File: src/rtl/program_encoder.sv
// program_encoder: appends one block (length, address hi/lo, type, payload)
// at the current write pointer of a byte-wide program RAM.
module program_encoder #(
    parameter int PROGRAM_SIZE        = 64,
    parameter int DATA_BLOCK_MAX_SIZE = 32,
    parameter int PROG_ADDR_BITS      = $clog2(PROGRAM_SIZE)
) (
    input  logic                      clk,
    input  logic                      rst,
    input  logic                      start,
    input  logic [7:0]                block_length,
    input  logic [15:0]               block_address,
    input  logic [7:0]                block_type,
    input  logic [7:0]                block_data [DATA_BLOCK_MAX_SIZE],
    output logic                      ready,
    output logic                      done,
    output logic                      error,
    output logic                      prog_we,
    output logic [PROG_ADDR_BITS-1:0] prog_addr,
    output logic [7:0]                prog_wdata,
    output logic [PROG_ADDR_BITS:0]   prog_used
);

    localparam int IDX_W = (DATA_BLOCK_MAX_SIZE > 1) ? $clog2(DATA_BLOCK_MAX_SIZE) : 1;
    // Fit check width: wide enough that used + 4 + 255 can never wrap.
    localparam int CW    = (PROG_ADDR_BITS + 2 > 10) ? PROG_ADDR_BITS + 2 : 10;
    localparam int UW    = PROG_ADDR_BITS + 1;

    typedef enum logic [2:0] {
        S_IDLE, S_CHECK, S_HDR_LEN, S_HDR_AHI, S_HDR_ALO, S_HDR_TYPE, S_DATA, S_FIN
    } state_t;

    state_t                    state_q, state_d;
    logic [7:0]                idx_q, idx_d;
    logic                      err_q, err_d;
    logic [UW-1:0]             prog_used_q, prog_used_d;
    logic                      ready_q, ready_d;
    logic                      done_q, done_d;
    logic                      error_q, error_d;
    logic                      prog_we_q, prog_we_d;
    logic [PROG_ADDR_BITS-1:0] prog_addr_q, prog_addr_d;
    logic [7:0]                prog_wdata_q, prog_wdata_d;

    logic [7:0]                len_q;
    logic [15:0]               addr_q;
    logic [7:0]                btype_q;
    logic [7:0]                data_q [DATA_BLOCK_MAX_SIZE];

    logic                      accept;
    logic [CW-1:0]             need_w;
    logic                      chk_fail;

    assign accept   = (state_q == S_IDLE) && start;
    assign need_w   = CW'(prog_used_q) + CW'(4) + CW'(len_q);
    assign chk_fail = (CW'(len_q) > CW'(DATA_BLOCK_MAX_SIZE)) || (need_w > CW'(PROGRAM_SIZE));

    // Capture the request header fields so later input changes cannot disturb it.
    always_ff @(posedge clk) begin
        if (accept) begin
            len_q   <= block_length;
            addr_q  <= block_address;
            btype_q <= block_type;
        end
    end

    // Capture the payload bytes, one register per slot.
    generate
        for (genvar gi = 0; gi < DATA_BLOCK_MAX_SIZE; gi++) begin : g_data
            // Payload slot gi is loaded on acceptance only.
            always_ff @(posedge clk) begin
                if (accept) begin
                    data_q[gi] <= block_data[gi];
                end
            end
        end
    endgenerate

    // State register and registered outputs; reset aborts any request in flight.
    always_ff @(posedge clk) begin
        if (rst) begin
            state_q      <= S_IDLE;
            idx_q        <= 8'd0;
            err_q        <= 1'b0;
            prog_used_q  <= '0;
            ready_q      <= 1'b1;
            done_q       <= 1'b0;
            error_q      <= 1'b0;
            prog_we_q    <= 1'b0;
            prog_addr_q  <= '0;
            prog_wdata_q <= 8'd0;
        end else begin
            state_q      <= state_d;
            idx_q        <= idx_d;
            err_q        <= err_d;
            prog_used_q  <= prog_used_d;
            ready_q      <= ready_d;
            done_q       <= done_d;
            error_q      <= error_d;
            prog_we_q    <= prog_we_d;
            prog_addr_q  <= prog_addr_d;
            prog_wdata_q <= prog_wdata_d;
        end
    end

    // Next-state logic: walk header bytes then payload; the pointer advances after each write.
    always_comb begin
        state_d     = state_q;
        idx_d       = 8'd0;
        err_d       = err_q;
        prog_used_d = prog_used_q + UW'(prog_we_q);
        unique case (state_q)
            S_IDLE: begin
                err_d = 1'b0;
                if (start) state_d = S_CHECK;
            end
            S_CHECK: begin
                err_d   = chk_fail;
                state_d = chk_fail ? S_FIN : S_HDR_LEN;
            end
            S_HDR_LEN:  state_d = S_HDR_AHI;
            S_HDR_AHI:  state_d = S_HDR_ALO;
            S_HDR_ALO:  state_d = S_HDR_TYPE;
            S_HDR_TYPE: state_d = (len_q == 8'd0) ? S_FIN : S_DATA;
            S_DATA: begin
                if (idx_q == len_q - 8'd1) begin
                    state_d = S_FIN;
                end else begin
                    state_d = S_DATA;
                    idx_d   = idx_q + 8'd1;
                end
            end
            S_FIN:   state_d = S_IDLE;
            default: state_d = S_IDLE;
        endcase
    end

    // Output logic: decode the upcoming state so every output comes straight from a flop.
    always_comb begin
        ready_d      = (state_d == S_IDLE);
        done_d       = (state_d == S_FIN);
        error_d      = (state_d == S_FIN) && err_d;
        prog_we_d    = 1'b0;
        prog_addr_d  = prog_used_d[PROG_ADDR_BITS-1:0];
        prog_wdata_d = 8'd0;
        unique case (state_d)
            S_HDR_LEN:  begin prog_we_d = 1'b1; prog_wdata_d = len_q;         end
            S_HDR_AHI:  begin prog_we_d = 1'b1; prog_wdata_d = addr_q[15:8];  end
            S_HDR_ALO:  begin prog_we_d = 1'b1; prog_wdata_d = addr_q[7:0];   end
            S_HDR_TYPE: begin prog_we_d = 1'b1; prog_wdata_d = btype_q;       end
            S_DATA:     begin prog_we_d = 1'b1; prog_wdata_d = data_q[idx_d[IDX_W-1:0]]; end
            default:    begin prog_we_d = 1'b0; end
        endcase
    end

    assign ready      = ready_q;
    assign done       = done_q;
    assign error      = error_q;
    assign prog_we    = prog_we_q;
    assign prog_addr  = prog_addr_q;
    assign prog_wdata = prog_wdata_q;
    assign prog_used  = prog_used_q;

endmodule

File: config.mk
export PLATFORM = sky130hd
export DESIGN_NAME = program_encoder
export DESIGN_NICKNAME = d
export VERILOG_FILES = /design/src/rtl/program_encoder.sv
export SDC_FILE = /design/constraint.sdc
export NUM_CORES = 1
export LEC_CHECK = 0
export ABC_AREA = 0
export BUFFER_PORTS_ARGS = -buffer_cell sky130_fd_sc_hd__buf_2
export CAP_MARGIN = 40
export CORE_MARGIN = 10
export CORE_UTILIZATION = 50
export DETAILED_ROUTE_END_ITERATION = 8
export GPL_TIMING_DRIVEN = 0
export PLACE_DENSITY_LB_ADDON = 0.1
export SLEW_MARGIN = 15
export SYNTH_ARGS = -nofsm -noshare
export SYNTH_HDL_FRONTEND = slang
export SYNTH_SLANG_ARGS = --single-unit
File: constraint.sdc
create_clock -name clk -period 20.2 [get_ports clk]
set_clock_uncertainty 0.2 [all_clocks]
set_input_delay 3.03 -clock clk [delete_from_list [all_inputs] [get_ports clk]]
set_output_delay 3.03 -clock clk [all_outputs]
set_load 0.01 [all_outputs]
## Word level (Yosys, flattened, before mapping)

Memory sizes are Yosys's and may differ from the RTL's.
Index checks and enable logic that the tools add are counted.

- Word-level logic and storage cells: 57
- Flip-flop bits (word level): 69
- Memories kept: 1
- Memory bits (writable): 256
- Output and inout port bits: 25
- Bits of input ports: 291

Memory list:

| memory | depth | bits a word | rd ports | clocked after memory_dff | write ports | RTL line | text |
|---|---|---|---|---|---|---|---|
| data_q | 32 | 8 | 1 | 0 | 32 | 47 | `logic [7:0] data_q [DATA_BLOCK_MAX_SIZE];` |

- Bitwise logic cells: 1
- Reductions and logical operators: 8
- Muxes and demuxes: 12
- Add/subtract/negate cells: 5
- Equal/unequal tests: 14
- Order comparisons: 2

Operator list:

| operator | number |
|---|---|
| $pmux W8 S5 | 1 |
| $eq A3 B3 Y1 const B | 8 |
| $pmux W3 S8 | 1 |
| $eq A3 B2 Y1 const B | 4 |
| $mux W5 | 2 |
| $add A8 B8 Y9 | 1 |
| $gt A9 B7 Y1 const B | 1 |
| $add A7 B3 Y8 const B | 1 |
| $add A8 B1 Y8 const B | 1 |
| $eq A8 B8 Y1 | 1 |
| $gt A8 B6 Y1 const B | 1 |
| $logic_not A8 Y1 | 1 |
| $sub A8 B1 Y8 const B | 1 |
| $add A7 B1 Y7 | 1 |
| $logic_not A3 Y1 | 2 |
| $mux W3 | 2 |
| $mux W1 | 5 |
| $reduce_or A5 Y1 | 1 |
| $eq A3 B1 Y1 const B | 1 |
| $reduce_or A3 Y1 | 1 |
| $logic_and A1 B1 Y1 | 2 |
| $pmux W1 S2 | 1 |
| $logic_or A1 B1 Y1 | 1 |
| $not A1 Y1 | 1 |

## Longest topological paths before layout

Gate-level depths: netlist of the first run.

- Depth in word-level cells: 9
- Mapped depth: 16
- Mapped depth without buffers: 13

## Least setup slack after synthesis of the first run

OpenSTA, ideal clock, no wires.

- Kind: input to register
- Start: input port start
- End: register addr_q[0] (enable)
- Buffers on the path: 0
- Required time: 19.055 ns
- Library setup time: 0.945 ns
- Data arrival time: 15.055 ns
- Stages on the path: 2
- Setup slack: 4.000 ns
- Cells stage by stage: nand2_1 > nor2_1

- Cells in the longest elaborated chain, start to end: 1

RTL lines:

| element | RTL line | text |
|---|---|---|
| from (decl) | 10 | `input logic start,` |
| $logic_and A1 B1 Y1 | 53 | `assign accept = (state_q == S_IDLE) && start;` |
| via accept | 49 | `logic accept;` |
| to (signal assigned) | 61 | `addr_q <= block_address;` |
| to (decl) | 45 | `logic [15:0] addr_q;` |

The timed path passes the listed nets, and every way through them passes these cells.
A chain may end at the register's enable or synchronous reset.

==> results of run 1 <==
## cells in the mapped netlist, types with 14 or more instances
library cell / instances / area, sq um
edfxtp_1: 288 / 8648
nand2_1: 64 / 240.2
mux2i_1: 62 / 620.6
a21oi_1: 49 / 245.2
o21ai_0: 41 / 205.2
clkbuf_1: 35 / 131.4
nor2_1: 34 / 127.6
dfxtp_1: 31 / 620.6
ha_1: 22 / 275.3
nor3_1: 22 / 110.1
o211ai_1: 22 / 165.2
a211oi_1: 20 / 150.1
or3_1: 19 / 118.9
nand3_1: 16 / 80.08
o221ai_1: 15 / 131.4
xor2_1: 15 / 131.4
inv_1: 14 / 52.55
## cell usage in the layout, fill, tap and decap left out, types with 9 or more instances in the layout
| cell type | count |
|---|---|
| a211o_1 | 9 |
| a211oi_1 | 20 |
| a21oi_1 | 49 |
| and2_1 | 11 |
| buf_2 | 324 |
| clkbuf_1 | 50 |
| clkbuf_16 | 35 |
| dfxtp_1 | 31 |
| edfxtp_1 | 288 |
| ha_1 | 22 |
| inv_1 | 14 |
| mux2i_1 | 62 |
| nand2_1 | 64 |
| nand2b_1 | 11 |
| nand3_1 | 16 |
| nor2_1 | 33 |
| nor3_1 | 22 |
| o211ai_1 | 22 |
| o21ai_0 | 41 |
| o221ai_1 | 15 |
| o22ai_1 | 10 |
| or3_1 | 19 |
| xor2_1 | 15 |
## routing by layer
metal / vias up / routed length (um)
met5: - / 11
met4: 2 / 886
met3: 66 / 3028
met2: 417 / 18110
met1: 4516 / 16420
li1: 4430 / -
## logic make-up after synthesis
kind of cell,Yosys count,synth area share
DFF,319,0.6871
adders and majority gates,23,0.02189
and+or+nand+nor,211,0.07856
muxes,66,0.05185
xor gates and xnor gates,23,0.01493
buffers and inverters,79,0.02857
AOI/OAI and AO/OA,225,0.1171
## worst max path at each step
stage	cells past startpoint	end	slack [ns]	from
global placement	3	data_q[29][5]	-0.73	start
CTS	7	data_q[10][1]	15.50	start
global route	14	prog_wdata[5]	15.35	len_q[1]
floorplan	2	addr_q[0]	4.00	start
detailed placement	7	data_q[15][0]	14.97	start
finish	7	data_q[10][1]	15.50	start
## area by class of cell
| class | instances | area, sq um | area share |
|---|---|---|---|
| Sequential cell | 319 | 9269 | 0.5505 |
| Multi-Input combinational cell | 548 | 3844 | 0.2283 |
| Timing Repair Buffer | 329 | 1866 | 0.1108 |
| Clock buffer | 52 | 959.7 | 0.05700 |
| Tap cell | 341 | 426.7 | 0.02534 |
| Buffer | 64 | 329.1 | 0.01954 |
| Clock inverter | 10 | 77.57 | 0.004607 |
| Inverter | 15 | 56.30 | 0.003344 |
| Antenna cell | 4 | 10.01 | 0.0005945 |
## through the flow
step,power [mW],std cells
floorplan,1.333,946
global placement,1.507,1602
detailed placement,1.447,1616
CTS,2.031,1678
global route,2.115,1682
finish,2.017,1682
## worst reg2reg max path, cell delays in order (launching register included)
cell	delay, ns
edfxtp_1	0.53
ha_1	0.35
ha_1	0.15
inv_1	0.06
fa_1	0.46
nor2b_1	0.16
o22ai_1	0.14
nor4_1	0.27
a21oi_1	0.07
nor4_1	0.67
a22o_1	0.31
nand3b_1	0.37
a311oi_1	0.58
a31o_1	0.21
## power groups by stage
| stage | clock network, mW | registers (mW) | logic, mW |
|---|---|---|---|
| 6_report | 0.584 | 0.967 | 0.466 |
| 4_1_cts | 0.594 | 0.968 | 0.468 |
| 5_1_grt | 0.624 | 0.981 | 0.510 |
| 3_5_place_dp | 0 | 0.981 | 0.467 |
| 2_1_floorplan | 0 | 1.05 | 0.279 |
| 3_3_place_gp | 0 | 1.10 | 0.410 |
## state kept, by name, indices dropped and copies added, names as in the netlist
name        cells
ready           1
prog_we         1
addr_q         16
btype_q         8
error           1
prog_used       7
prog_wdata      8
state_q         3
data_q        256
len_q           8
idx_q           8
err_q           1
done            1
==> impl_metrics.csv, run 1 <==
group,metric,value,unit
synth,primary_ff_master_synth,"edfxtp_1",
global_route,gr_busiest_metal,"met2",
global_route,gr-total-overflow,0,
power_and_ir_drop,p_sw_frac,0.2824,
synth,post_synth_num_cell_types,58,
placed_design,postPlaceCellArea,15790,sq um
power_and_ir_drop,power_density,119.8,nW/um^2
clock_tree,htree_num_levels,2,
worst_setup_path,timing.critical_path.mode_cell,"buf_12",
die,coreArea,26730,sq um
clock_tree,cts_hold_repair.buffers,0,
sta,holdWs,0.3208,ns
die,die_outline_area,33950,sq um
worst_setup_path,cp_delay_by_family_top,"buffers and inverters",
worst_setup_path,cp_data_required_time,20.21,ns
drt,drt-initial-drc-count,770,
drt,detail_route.wirelength,38460,um
sta,final_critical_path_setup_slack,15.50,ns
die,start_util,0.5048,
hold_path,holdPathStages,2,
power_and_ir_drop,cell_internal_pwr,1.448,mW
die,die_height,184.3,um
clock_tree,path_clk_slew,0.06,ns
power_and_ir_drop,clock_power_share,0.290,
placed_design,post_placement_worst_setup_slack,14.97,ns
worst_setup_path,timing.reg2reg.setup_slack,15.62,ns
sta,final_count_of_negative_setup_slack_endpoints,0,
drt,detailed_route_via_count,9431,
clock_tree,post_cts_resize_count,0,
synth,ys_seq_elements,319,
global_route,grt_pass1_vias,9795,
sta,maximum_clock_frequency,0.2126,GHz
worst_setup_path,endpoint_of_the_lowest_slack_register_to_register_path,"prog_wdata[7]",
global_route,groute.layer.met3.usage,0.05158,
hold_path,worst_hold_path.endpoint,"err_q",
sta,min_period_over_period,0.2328,
worst_setup_path,reg2regPathDepth,13,
clock_tree,clockRootBuffer,"clkbuf_16",
layout,layout-area-overhead-vs-synth,24.81,%
clock_tree,clkSinkCount,319,
synth,syn-num-nets,1260,
clock_tree,cts_buffers,35,
clock_tree,cts_tree,"done",
worst_setup_path,worstPathCellList,"buf_2, nand2_1, nor2_4, buf_12, buf_12, buf_12, buf_16",
global_route,grt_pass1_wl,56720,um
drt,drt-vias-per-instance,5.607,
worst_setup_path,rr_startpoint,"len_q[1]",
synth,syn_inst,946,
synth,part_of_the_yosys_area_used_for_sequential_elements,0.6871,
clock_tree,postCtsSetupRepairBufs,0,
layout,finalCoreUtilization,0.6300,
sta,timing.max_slew.rel_slack,0.3890,
layout,drive_gt1_frac,0.3067,
drt,ant_nets,0,
drt,route.detailed.drc,0,
run_status,status,"complete, no violations",
synth,syn_area_per_cell,14.26,sq um
power_and_ir_drop,seqPwrFrac,0.479,
worst_setup_path,cp_launch_type,"input pin",
worst_setup_path,cpPeakStageDelay,0.53,ns
sta,rsz0062_at_grt,"false",
placed_design,dp_hpwl,29670,um
worst_setup_path,cpMaxStageDelayCell,"nor2_4",
clock_tree,clk_buf_depth,3,
global_route,grt_use_met2,0.3521,
worst_setup_path,buffers_and_inverters_on_the_worst_path,5,
placed_design,port-buffer-count,315,
worst_setup_path,critical_path.endpoint_type,"register",
job,maxCapViolCount,0,
power_and_ir_drop,worst_ir_drop_vdd,0.07347,mV
synth,post_synth_instance_area,13490,sq um
hold_path,hp-class,"reg2reg",
sta,minimum_clock_period,4.703,ns
sta,total_negative_setup_slacks,0,ns
sta,hold_viol_final,0,
power_and_ir_drop,pwr-share-comb,0.231,
power_and_ir_drop,p_leak,6.218,nW
worst_setup_path,worst-path-max-fanout,28,
clock_tree,clk_latency_worst_skew_pair,0.50,ns
power_and_ir_drop,switching_power,0.5697,mW
synth,synthArstFlopShare,0,
layout,fin_nets,1626,
placed_design,gp_routability_congestion,0.8239,
synth,count_of_yosys_warnings_during_synthesis,0,
global_route,grt_max_degree,31,
die,die_x,184.3,um
layout,fillerInstances,2130,
synth,synth-edff-count,288,
sta,timing_worst_slew_pin_value,0.9099,ns
die,placement_rows,60,
hold_path,min_from,"err_q",
drt,detail_route.wl_per_cell,22.87,um
global_route,antenna_violations_before_repair,5,
worst_setup_path,worst-endpoint-arrival,4.71,ns
layout,final_design_area_no_fill,16840,sq um
sta,timing_max_transition_violations_final,0,
die,boundaryPins,316,
global_route,grtUsageTotal,0.2218,
worst_setup_path,timing_worst_setup_path_type,"in2reg",
global_route,global_route.usage.met1,0.2974,
drt,drt_pre_antenna_iters,5,
(Power assumes the default switching activity.)
==> run 2, diff against run 1 <==
- ABC_AREA: 0 -> 1
- clock period: 20.2 -> 4.4 ns (I/O delays scaled with it)
==> run 2 against run 1 <==
Effect of this change:
- sequential share of layout area fell by 1.4 points
- wire length is 11% higher
- synthesized cell count grew 35%
- combinational power rose to 4.8 times the previous value
- global-route usage up 1.6 points
- cell count increased by 22%
- synthesized area is 2.6% higher
- total power grew to 4.7 times the previous value
- critical path depth up 10
- count of clock-buffer cells in the layout is 9 lower
- critical endpoint is now prog_wdata[4]
==> impl_metrics.csv, run 2 <==
group,metric,value,unit
power_and_ir_drop,report.power.total,9.403,mW
die,die_height,186.4,um
die,die_outline_area,34750,sq um
layout,finish.cell_count_without_fillers,2049,
job,maxCapViolCount,0,
clock_tree,clkSinkCount,319,
synth,syn_inst,1281,
sta,hold_viol_final,0,
layout,final_design_area_no_fill,17280,sq um
synth,synth_top_area_frac,0.6246,
synth,post_synth_num_cell_types,32,
die,die_x,186.4,um
sta,minimum_clock_period,3.733,ns
die,placement_rows,60,
placed_design,postPlaceCellArea,16200,sq um
die,start_util,0.5109,
synth,ys_seq_elements,319,
worst_setup_path,cpMaxStageDelayCell,"edfxtp_1",
worst_setup_path,cp_data_required_time,4.64,ns
sta,final_count_of_negative_setup_slack_endpoints,0,
layout,biggestRegsByFlops,"data_q x256, addr_q x16",
clock_tree,cts_buffers,36,
global_route,antenna_violations_before_repair,3,
clock_tree,path_clk_slew,0.06,ns
run_status,status,"complete, no violations",
worst_setup_path,worst-path-max-fanout,8,
global_route,grt_max_degree,31,
die,boundaryPins,316,
sta,timing_max_transition_violations_final,0,
layout,layout-area-overhead-vs-synth,24.79,%
power_and_ir_drop,power_density,544.2,nW/um^2
power_and_ir_drop,cell_internal_pwr,6.550,mW
synth,primary_ff_master_synth,"edfxtp_1",
power_and_ir_drop,clock_power_share,0.293,
synth,synth-edff-count,288,
sta,timing.max_slew.rel_slack,0.4537,
layout,mostFrequentLayoutCells,"buf_2, nand2_1, edfxtp_1",
worst_setup_path,cp_launch_type,"register",
layout,drive_gt1_frac,0.2654,
synth,synthMostInstantiatedCell,"nand2_1",
clock_tree,htree_num_levels,2,
clock_tree,cts_tree,"done",
clock_tree,clk_latency_worst_skew_pair,0.53,ns
synth,part_of_the_yosys_area_used_for_sequential_elements,0.6694,
drt,drt-vias-per-instance,5.336,
synth,count_of_yosys_warnings_during_synthesis,0,
drt,drt-initial-drc-count,856,
layout,multiInputGateArea,3890,sq um
placed_design,post_placement_worst_setup_slack,0.7118,ns
power_and_ir_drop,switching_power,2.854,mW
drt,ant_nets,0,
layout,fillerInstances,2237,
sta,min_period_over_period,0.8484,
synth,synth_area_leader_cell,"edfxtp_1",
clock_tree,clockRootBuffer,"clkbuf_16",
layout,registers.top_by_ff_count,"data_q",
placed_design,dp_hpwl,32680,um
worst_setup_path,critical_path.endpoint_type,"register",
clock_tree,post_cts_resize_count,0,
sta,final_critical_path_setup_slack,0.6670,ns
global_route,grt_pass1_vias,11020,
drt,detail_route.wirelength,42540,um
synth,syn-num-nets,1595,
sta,timing_worst_slew_pin_value,0.8194,ns
synth,post_synth_instance_area,13850,sq um
worst_setup_path,buffers_and_inverters_on_the_worst_path,1,
synth,synthTopCellsByArea,"edfxtp_1, nand2_1, nand3_1",
layout,largest_register_ffs,256,
global_route,grtUsageTotal,0.2375,
sta,holdWs,0.1041,ns
power_and_ir_drop,worst_ir_drop_vdd,0.3289,mV
synth,synthArstFlopShare,0,
drt,detailed_route_via_count,10930,
synth,syn_area_per_cell,10.81,sq um
clock_tree,cts_hold_repair.buffers,0,
clock_tree,clk_buf_depth,3,
layout,layout.cells.most_common,"buf_2",
drt,route.detailed.drc,0,
power_and_ir_drop,p_leak,7.460,nW
worst_setup_path,timing_worst_setup_path_type,"reg2reg",
worst_setup_path,cp_delay_by_family_top,"simple AND/OR/NAND/NOR gates",
power_and_ir_drop,pwr-share-comb,0.239,
placed_design,gp_routability_congestion,0.8637,
sta,rsz0062_at_grt,"false",
clock_tree,postCtsSetupRepairBufs,0,
synth,ys_top_cells_by_count,"nand2_1, edfxtp_1, nand3_1",
global_route,grt_pass1_wl,63920,um
layout,finalCoreUtilization,0.6375,
layout,fin_nets,1960,
worst_setup_path,worst-endpoint-arrival,3.97,ns
sta,maximum_clock_frequency,0.2679,GHz
die,coreArea,27100,sq um
worst_setup_path,worstPathCellList,"ha_1, ha_1, inv_1, fa_1, o21ai_2, nand2_1, nand2_1, nand2_1, o21ai_0, nand3b_1, nand2_1, nand3_1, nor3_2, nand2_1, nand2_1, nor2_1, a21oi_1",
worst_setup_path,timing.critical_path.mode_cell,"nand2_1",
power_and_ir_drop,p_sw_frac,0.3035,
worst_setup_path,cpPeakStageDelay,0.49,ns
drt,detail_route.wl_per_cell,20.76,um
power_and_ir_drop,seqPwrFrac,0.468,
hold_path,hp-class,"in2reg",
drt,drt_pre_antenna_iters,5,
layout,regArea,9269,sq um
placed_design,number_of_placed_cells_counting_well_taps,1980,
global_route,gr-total-overflow,0,
placed_design,port-buffer-count,315,
sta,total_negative_setup_slacks,0,ns
run 2: changes by cell type in the layout (fill, tap and decap cells not counted), moves of 19 or more:
cell,delta
or3_1,-19
inv_1,+64
nand4_1,+67
nand2_1,+269
nor2_1,+59
a21oi_1,-33
clkbuf_1,-23
o21ai_0,-34
nand3_1,+209
a211oi_1,-20
mux2i_1,-62
o211ai_1,-22
run 2: cell type report:
class | instances | area share
sequential | 319 | 0.5365
multi-input combinational | 807 | 0.2251
timing repair buffer | 327 | 0.1078
clock buffer | 43 | 0.05366
tap | 372 | 0.02694
buffer | 72 | 0.02230
inverter | 83 | 0.01876
clock inverter | 22 | 0.008400
antenna | 4 | 0.0005793
run 2: power by group through the flow:
| stage | sequential [mW] | combinational, mW | clock, mW |
|---|---|---|---|
| 6_report | 4.40 | 2.25 | 2.76 |
| 5_1_grt | 4.45 | 2.51 | 2.92 |
| 4_1_cts | 4.40 | 2.24 | 2.79 |
| 3_5_place_dp | 4.46 | 2.23 | 0 |
| 3_3_place_gp | 4.63 | 1.96 | 0 |
| 2_1_floorplan | 4.52 | 1.34 | 0 |
run 2: layer usage:
metal | vias up | GRT usage | part of all wire
li1 | 5197 | - | -
met2 | 526 | 0.3991 | 0.49
met1 | 5141 | 0.2999 | 0.40
met4 | 0 | 0.08005 | 0.027
met3 | 70 | 0.04786 | 0.083
met5 | - | 0 | 0
run 2: cells by family (layout without fill, tap and decap cells):
| kind of cell | after synthesis | in the layout | share of synthesized area |
|---|---|---|---|
| other | 0 | 4 | 0 |
| adder cells (fa/ha/maj) | 23 | 23 | 0.02133 |
| AO/OA/AOI/OAI | 27 | 27 | 0.01021 |
| flip-flops | 319 | 319 | 0.6694 |
| AND/OR/NAND/NOR | 744 | 744 | 0.2405 |
| XOR/XNOR | 13 | 13 | 0.008223 |
| buffers and inverters | 155 | 547 | 0.05033 |
run 2: path summary, 6_finish.rpt:
kind / from / to / slack (ns) / cells after the start
worst min-delay path: block_data[38] / data_q[27][6] / 0.10 / 1
worst min register to register: prog_used[2] / prog_used[2] / 0.33 / 2
worst max register to register: len_q[1] / prog_wdata[4] / 0.67 / 17
worst max-delay path: len_q[1] / prog_wdata[4] / 0.67 / 17
